**src/rtl/mips_defs_pkg.sv**
```systemverilog
// rtl/mips_defs_pkg.sv - shared MIPS fetch constants, queue entry type and PC helper
package mips_defs_pkg;

    localparam int INSTR_W = 32;
    localparam logic [INSTR_W-1:0] MIPS_NOP_WORD = 32'h0000_0000;
    localparam logic [INSTR_W-1:0] MIPS_RESET_PC = 32'h0000_0000;

    typedef struct packed {
        logic [INSTR_W-1:0] pc_plus4;
        logic [INSTR_W-1:0] instr;
    } fetch_entry_t;

    function automatic logic [INSTR_W-1:0] pc_next(input logic [INSTR_W-1:0] pc);
        return pc + 32'd4;
    endfunction

endpackage

```
**src/rtl/fetch_queue.sv**
```systemverilog
// rtl/fetch_queue.sv - in-order prefetch FIFO of {PC+4, instruction} with flush
module fetch_queue
    import mips_defs_pkg::*;
#(
    parameter int QDEPTH = 2
) (
    input  logic                         clk_i,
    input  logic                         rst_i,
    input  logic                         flush_i,
    input  logic                         push_i,
    input  fetch_entry_t                 push_data_i,
    input  logic                         pop_i,
    output logic [$clog2(QDEPTH+1)-1:0]  count_o,
    output fetch_entry_t                 head_o
);

    localparam int AW = (QDEPTH > 1) ? $clog2(QDEPTH) : 1;
    localparam int CW = $clog2(QDEPTH + 1);
    localparam logic [AW-1:0] LAST = AW'(QDEPTH - 1);

    fetch_entry_t  mem_q [QDEPTH];
    logic [AW-1:0] rd_ptr_q, rd_ptr_d;
    logic [AW-1:0] wr_ptr_q, wr_ptr_d;
    logic [CW-1:0] count_q, count_d;
    logic          do_push, do_pop;

    // A push into a full queue is only accepted when the head leaves in the same cycle.
    always_comb begin
        do_pop   = pop_i && (count_q != '0);
        do_push  = push_i && ((count_q != CW'(QDEPTH)) || do_pop);
        rd_ptr_d = rd_ptr_q;
        wr_ptr_d = wr_ptr_q;
        if (do_pop) begin
            rd_ptr_d = (rd_ptr_q == LAST) ? '0 : rd_ptr_q + 1'b1;
        end
        if (do_push) begin
            wr_ptr_d = (wr_ptr_q == LAST) ? '0 : wr_ptr_q + 1'b1;
        end
        count_d = count_q + CW'(do_push) - CW'(do_pop);
        if (flush_i) begin
            rd_ptr_d = '0;
            wr_ptr_d = '0;
            count_d  = '0;
        end
    end

    always_ff @(posedge clk_i) begin
        if (rst_i) begin
            rd_ptr_q <= '0;
            wr_ptr_q <= '0;
            count_q  <= '0;
        end else begin
            rd_ptr_q <= rd_ptr_d;
            wr_ptr_q <= wr_ptr_d;
            count_q  <= count_d;
        end
    end

    always_ff @(posedge clk_i) begin
        if (do_push && !flush_i) begin
            mem_q[wr_ptr_q] <= push_data_i;
        end
    end

    assign head_o  = mem_q[rd_ptr_q];
    assign count_o = count_q;

endmodule

```
**src/rtl/if_fetch_stage.sv**
```systemverilog
// rtl/if_fetch_stage.sv - instruction fetch: PC, credit-limited imem requests, prefetch queue, redirect
module if_fetch_stage
    import mips_defs_pkg::*;
#(
    parameter logic [31:0] RESET_PC = MIPS_RESET_PC,
    parameter int          QDEPTH   = 2,
    parameter logic [31:0] NOP_WORD = MIPS_NOP_WORD
) (
    input  logic        Clk,
    input  logic        Rst,
    input  logic        Stall,
    input  logic        Redirect,
    input  logic [31:0] Redirect_PC,
    output logic        Imem_Req,
    output logic [31:0] Imem_Addr,
    input  logic        Imem_Gnt,
    input  logic        Imem_Rvalid,
    input  logic [31:0] Imem_Rdata,
    output logic [31:0] PC_OUT,
    output logic [31:0] IR_OUT,
    output logic        Valid_OUT
);

    localparam int CW = $clog2(QDEPTH + 1);
    localparam logic [CW:0] CREDITS = (CW+1)'(QDEPTH);

    logic [31:0]   pc_q, pc_d;
    logic [31:0]   rsp_pc_q, rsp_pc_d;
    logic [CW-1:0] inflight_q, inflight_d;
    logic [CW-1:0] discard_q, discard_d;
    logic [CW-1:0] q_count;
    logic [CW:0]   occupancy;
    logic          issue, drop, push, pop;
    fetch_entry_t  head, push_entry;

    // rsp_pc_q is PC+4 of the next kept response: kept responses are always sequential
    // because only a redirect breaks the stream, and a redirect discards everything older.
    always_comb begin
        Valid_OUT  = (q_count != '0) && !Redirect;
        pop        = Valid_OUT && !Stall;
        drop       = Imem_Rvalid && (discard_q != '0);
        push       = Imem_Rvalid && !drop && !Redirect;
        occupancy  = {1'b0, inflight_q} + {1'b0, q_count} - {{CW{1'b0}}, pop};
        Imem_Req   = !Rst && !Redirect && (occupancy < CREDITS);
        issue      = Imem_Req && Imem_Gnt;
        Imem_Addr  = pc_q;
        PC_OUT     = Valid_OUT ? head.pc_plus4 : 32'h0;
        IR_OUT     = Valid_OUT ? head.instr : NOP_WORD;
        push_entry.pc_plus4 = rsp_pc_q;
        push_entry.instr    = Imem_Rdata;

        inflight_d = inflight_q + CW'(issue) - CW'(Imem_Rvalid);
        if (Redirect) begin
            pc_d      = Redirect_PC;
            rsp_pc_d  = pc_next(Redirect_PC);
            discard_d = inflight_q - CW'(Imem_Rvalid);
        end else begin
            pc_d      = issue ? pc_next(pc_q) : pc_q;
            rsp_pc_d  = push ? pc_next(rsp_pc_q) : rsp_pc_q;
            discard_d = discard_q - CW'(drop);
        end
    end

    always_ff @(posedge Clk) begin
        if (Rst) begin
            pc_q       <= RESET_PC;
            rsp_pc_q   <= pc_next(RESET_PC);
            inflight_q <= '0;
            discard_q  <= '0;
        end else begin
            pc_q       <= pc_d;
            rsp_pc_q   <= rsp_pc_d;
            inflight_q <= inflight_d;
            discard_q  <= discard_d;
        end
    end

    fetch_queue #(
        .QDEPTH (QDEPTH)
    ) u_fetch_queue (
        .clk_i       (Clk),
        .rst_i       (Rst),
        .flush_i     (Redirect),
        .push_i      (push),
        .push_data_i (push_entry),
        .pop_i       (pop),
        .count_o     (q_count),
        .head_o      (head)
    );

endmodule

```
**config.mk**
```make
export PLATFORM = sky130hd
export DESIGN_NAME = if_fetch_stage
export DESIGN_NICKNAME = d
export VERILOG_FILES = /design/src/rtl/mips_defs_pkg.sv /design/src/rtl/fetch_queue.sv /design/src/rtl/if_fetch_stage.sv
export SDC_FILE = /design/constraint.sdc
export NUM_CORES = 1
export LEC_CHECK = 0
export CAP_MARGIN = 10
export CELL_PAD_IN_SITES_DETAIL_PLACEMENT = 0
export CELL_PAD_IN_SITES_GLOBAL_PLACEMENT = 1
export CORE_ASPECT_RATIO = 0.5
export CORE_UTILIZATION = 38
export CTS_CLUSTER_DIAMETER = 80
export DETAILED_ROUTE_END_ITERATION = 10
export GPL_TIMING_DRIVEN = 1
export HOLD_SLACK_MARGIN = 0.03
export PLACE_DENSITY_LB_ADDON = 0.12
export SYNTH_ARGS = -nofsm -noshare
export SYNTH_HDL_FRONTEND = slang
export SYNTH_SLANG_ARGS = --single-unit
```
**constraint.sdc**
```tcl
create_clock -name Clk -period 10.5 [get_ports Clk]
set_input_delay 2.625 -clock Clk [delete_from_list [all_inputs] [get_ports Clk]]
set_output_delay 2.625 -clock Clk [all_outputs]
set_load 0.02 [all_outputs]
```
After elaboration in Yosys (flattened, before gate mapping) --
Memories as Yosys holds them, arrays and structs flattened. A register that Yosys moved wholly into a read port is not among the register bits. Index checks and enable logic that the tools add are counted.
Storage, ports and cells: output and inout port bits 98, bits of input ports 70, memories 1, bits in writable memories 128, flip-flop bits (word level) 72
Cells by class: mux-type cells 13, $add $sub $neg 13, reductions and logical operators 21, order comparisons 1, equality and inequality tests 1
Memories:
- u_fetch_queue.mem_q | words 2, bits a word 64, rd ports 1, clocked after memory_dff 1, wr ports 1, RTL line fetch_queue.sv:21 | fetch_entry_t mem_q [QDEPTH];
Operators with widths (count):
- 32-bit two-way mux | 6
- 32-bit by 3-bit adder with 32-bit output, second input constant | 3
- 1-bit logical AND | 11
- 2-bit nonzero test | 4
- 2-bit by 1-bit subtractor with 2-bit output | 4
- 1-bit two-way mux | 6
- 2-bit by 1-bit adder with 2-bit output | 2
- 1-bit logical NOT | 4
- 2-bit by 2-bit adder with 3-bit output | 1
- 3-bit by 2-bit < comparator with 1-bit output, second input constant | 1
- 3-bit by 1-bit subtractor with 3-bit output | 1
- 1-bit adder, second input constant | 2
- 2-bit two-way mux | 1
- 2-bit inequality test, second input constant | 1
- 2-bit OR reduction | 1
- 1-bit logical OR | 1

Depth between registers and ports, before layout --
depth after elaboration 9, mapped depth 22, mapped depth without buffers 14

Cells and area by module --
From an unflattened synthesis, not the netlist that was laid out.
Second synthesis, totals: cell total of the unflattened synthesis 885, area total of the unflattened synthesis 10263.6 um^2
Modules (own cells, without submodules):
- if_fetch_stage | instances 1, cells each 662, sequential area each 1361.3 um^2, area each 5149.9 um^2
- fetch_queue | instances 1, cells each 223, sequential area each 3943.8 um^2, area each 5113.7 um^2

Worst setup path after synthesis --
OpenSTA, ideal clock, no wires.
path kind input to register, start input Redirect, end memory u_fetch_queue.mem_q[0][0] (netlist name) (enable), buffers on the path 6, slack 0.042 ns, stages 7, library setup time 0.644 ns, data required time 9.856 ns, arrival time 9.814 ns, cell sequence buf_6 -> buf_6 -> buf_2 -> clkbuf_1 -> clkbuf_1 -> buf_1 -> nor4_1
On the way: longest elaborated chain between the ends 9, elaborated cells between the ends (all ways) 10, classes of those cells mux: 2; reduce/logical: 8
RTL lines:
- start, declared | RTL line if_fetch_stage.sv:12 | input logic Redirect,
- 1-bit logical NOT * | RTL line fetch_queue.sv:60, if_fetch_stage.sv:39, if_fetch_stage.sv:42
- 1-bit logical AND | RTL line if_fetch_stage.sv:39 | Valid_OUT = (q_count != '0) && !Redirect;
- 1-bit logical AND | RTL line if_fetch_stage.sv:40 | pop = Valid_OUT && !Stall;
- 1-bit logical AND | RTL line fetch_queue.sv:29 | do_pop = pop_i && (count_q != '0);
- 1-bit logical OR | RTL line fetch_queue.sv:30 | do_push = push_i && ((count_q != CW'(QDEPTH)) || do_pop);
- 1-bit logical AND | RTL line fetch_queue.sv:30
- 1-bit logical AND * | RTL line fetch_queue.sv:60 | if (do_push && !flush_i) begin
- 1-bit two-way mux * | RTL line fetch_queue.sv:60
- 1-bit two-way mux (not written as such) * | RTL line fetch_queue.sv:61 | mem_q[wr_ptr_q] <= push_data_i;
- end, declared | RTL line fetch_queue.sv:21
Every way passes the cells marked *; elsewhere a longest branch is shown, timed or not.

Final worst setup path --
start input Redirect, end output Imem_Req
On the way: longest elaborated chain between the ends 6, elaborated cells between the ends (all ways) 7, classes of those cells add/sub: 1; order compare: 1; reduce/logical: 5
RTL lines:
- 1-bit logical NOT * | RTL line if_fetch_stage.sv:39, if_fetch_stage.sv:44
- 1-bit logical AND | RTL line if_fetch_stage.sv:39
- 1-bit logical AND | RTL line if_fetch_stage.sv:40
- 3-bit by 1-bit subtractor with 3-bit output | RTL line if_fetch_stage.sv:43 | occupancy = {1'b0, inflight_q} + {1'b0, q_count} - {{CW{1'b0}}, pop};
- 3-bit by 2-bit < comparator with 1-bit output | RTL line if_fetch_stage.sv:44 | Imem_Req = !Rst && !Redirect && (occupancy < CREDITS);
- 1-bit logical AND * | RTL line if_fetch_stage.sv:44
- end, declared | RTL line if_fetch_stage.sv:14 | output logic Imem_Req,
Marked as above.

==> out/results.ini <==
[critical_path]
critPathLaunchType=input port
r2r_cells=13
path_class=input port to output port
crit_chain=buf_2 -> clkinv_1 -> buf_4 -> o21ai_4 -> buf_4 -> nor2_1 -> ha_1 -> nand2b_1 -> fa_1 -> xor2_1 -> and3_1 -> clkdlybuf4s50_1
cp_slowest_cell=clkdlybuf4s50_1
arrival_ns=5.99
end_kind=output port
critPathMaxStageDelay_ns=0.60
crit_top_cell=buf_4
cp_max_fo=67
rrSetupSlack_ns=5.70
cp.required_ns=7.88

[die]
start_util=0.3902
die_w_um=225.1
die-height_um=113.5
dieArea_mm2=0.02555
ios=168
rows=40
core_mm2=0.02422

[synth]
synth-edff-count=128
syn-cell-area_mm2=0.009453
syn_avg_cell_area_um2=10.87
seq_area_frac_synth=0.5612
yosysWarnings=0
yosysUniqueCellTypes=53
yosys_most_used_dff=edfxtp_1
synth-async-reset-ratio=0
yosys_register_bits=201
syn_inst=870
syn_nets=951

[grt]
grt_max_degree=82
grt_overflow=0
grt_use_total=0.1965
grt_pass1_vias=6751
antenna_found_initial=0
grt_pass1_wl_um=38930

[clock_tree]
cts_max_level=1
clkSlewWorstSetupHoldPaths_ns=0.06
cts_tree=done
cts-resized-gates=0
post_cts.repair.setup_buffers=0
root_buffer=clkbuf_16
cts_inserted_buffers=21
insertion_delay_ns=0.51
cts-hold-fix-buffers=0
cts_sinks=201
cts_buffer_depth=3

[finish]
num-nets-final=1101
nFillCells=2228
post-route-cell-area_mm2=0.01206
num_antenna_cells=0
fin_util=0.4979
drive_gt1_frac=0.04831
syn2layout_area_growth_pct=27.60

[timing]
hold_slack_ns=0.4672
rsz0062_at_grt=false
tns_ns=0
finalClockSkew_ns=0.01229
hold_viol_final=0
slew_viol_final=0
post-route-min-period_ns=8.613
worst_pin_slew_ns=1.144
fmax_ghz=0.1161
setup_viol_count_final=0
fin_crit_sh=0.8203
max_slew_margin=0.2375

[routing]
vias_per_cell=5.236
routedWlPerCell_um=18.55
vias=7178
drc=0
postRouteAntennaNets=0
finalWirelength_um=25430
detailedRoute.firstIterationViolations=482
first_pass_iters=5

[place]
place_hpwl_um=16670
placed_cell_area_mm2=0.01140
gp_congestion=0.7580
numPortBuffers=167

[min_path]
worstHoldPathType=register to register
min_path_cells=2

[power_and_ir_drop]
p_leak_nw=3.896
pwr_density_cell_mw_per_mm2=154.2
vdd_ir_drop_max_mv=0.1124

[status]
run_status=finished clean

[job]
cap_violations=0

cells in the final DEF (no fill, tap or decap), types with 4 or more instances in the layout:
cell type	netlist	layout
a31oi_1	4	4
and2_1	10	9
buf_4	0	7
nor4_1	11	10
or4_1	4	4
xnor2_1	57	57
and3_1	15	15
nand3_1	39	39
edfxtp_1	128	128
o22ai_1	15	15
xor2_1	15	15
nor2_1	119	119
clkdlybuf4s50_1	0	165
a21oi_1	28	28
mux2i_1	71	71
clkinv_1	2	9
nand4_1	17	17
nand3b_1	11	11
nor2b_1	5	5
a211oi_1	13	13
clkinv_2	0	4
dfxtp_1	73	72
nand2_1	63	63
ha_1	10	10
nor3_1	22	22
a22oi_1	4	4
inv_1	12	12
o21ai_0	26	25
nand2b_1	4	4
clkbuf_16	0	21
a221oi_1	4	4
metal layers:
layer	vias up	track usage	share of wire
met4	0	0.03447	0.011
li1	3472	-	-
met2	160	0.2837	0.41
met1	3520	0.3033	0.53
met5	-	0	0
met3	26	0.04019	0.053
synth_stat cells, types with 4 or more instances:
| master | instances | area, µm² |
|---|---|---|
| edfxtp_1 | 128 | 3844 |
| nor2_1 | 119 | 446.7 |
| dfxtp_1 | 73 | 1461 |
| mux2i_1 | 71 | 710.7 |
| nand2_1 | 63 | 236.5 |
| xnor2_1 | 57 | 499.2 |
| nand3_1 | 39 | 195.2 |
| clkbuf_1 | 33 | 123.9 |
| a21oi_1 | 28 | 140.1 |
| o21ai_0 | 26 | 130.1 |
| nor3_1 | 22 | 110.1 |
| nand4_1 | 17 | 106.4 |
| and3_1 | 15 | 93.84 |
| o22ai_1 | 15 | 93.84 |
| xor2_1 | 15 | 131.4 |
| a211oi_1 | 13 | 97.59 |
| inv_1 | 12 | 45.04 |
| nand3b_1 | 11 | 82.58 |
| nor4_1 | 11 | 68.82 |
| and2_1 | 10 | 62.56 |
| ha_1 | 10 | 125.1 |
| buf_1 | 6 | 22.52 |
| buf_2 | 5 | 25.02 |
| nor2b_1 | 5 | 31.28 |
| a221oi_1 | 4 | 35.03 |
| a22oi_1 | 4 | 30.03 |
| a31oi_1 | 4 | 25.02 |
| nand2b_1 | 4 | 25.02 |
| or4_1 | 4 | 30.03 |
final timing paths:
check	start	endpoint
max	Redirect	Imem_Req
min	Imem_Addr[1]$_SDFFE_PP0P_	Imem_Addr[1]$_SDFFE_PP0P_
max reg2reg	u_fetch_queue.count_o[1]$_SDFF_PP0_	Imem_Addr[6]$_SDFFE_PP0P_
min reg2reg	Imem_Addr[1]$_SDFFE_PP0P_	Imem_Addr[1]$_SDFFE_PP0P_
report_power, final:
| group | internal [mW] | leakage, nW | switching [mW] |
|---|---|---|---|
| Combinational | 0.0919 | 1.79 | 0.118 |
| Sequential | 0.881 | 1.78 | 0.0355 |
| Clock | 0.417 | 0.325 | 0.317 |
| Total | 1.39 | 3.90 | 0.471 |
flip-flops by register name, indices dropped and copies added (netlist names), named ones only:
signal,count
rsp_pc_q,32
u_fetch_queue.mem_q,128
u_fetch_queue.count_o,2
discard_q,2
inflight_q,2
u_fetch_queue.wr_ptr_q,1
u_fetch_queue.rd_ptr_q,1
Imem_Addr,32
kinds of logic after synthesis:
group	Yosys count	synth area share
adders and majority gates	11	0.01535
and+or+nand+nor	335	0.1723
xor gates and xnor gates	72	0.06671
DFF	201	0.5612
muxes	73	0.07756
buffers and inverters	61	0.02727
AOI/OAI and AO/OA	117	0.07955
worst max-delay path: cells and delay by family:
family / cells / cell delay, ns
compound gates: 1 / 0.10
simple gates: 3 / 0.43
fa+ha+maj: 2 / 0.69
buf+inv: 5 / 1.91
xor+xnor: 1 / 0.19
layout make-up:
class,count,area (µm²),area share
clock buffers,23,533.0,0.04419
clock inverters,15,123.9,0.01027
inverters,14,52.55,0.004357
multi-input cells,608,3909,0.3241
flip-flops and latches,201,5309,0.4401
well taps,336,420.4,0.03485
repair buffers,174,1714,0.1421
metrics by stage:
| step | setup WS (ns) | power, mW | std cells |
|---|---|---|---|
| 2_1_floorplan | 0.04217 | 1.044 | 870 |
| 3_3_place_gp | 1.895 | 1.139 | 1333 |
| 3_5_place_dp | 1.844 | 1.143 | 1333 |
| 4_1_cts | 1.839 | 1.882 | 1371 |
| 5_1_grt | 1.602 | 1.935 | 1371 |
| 6_report | 1.887 | 1.860 | 1371 |
Note: power is estimated with default switching activity, not from simulation.
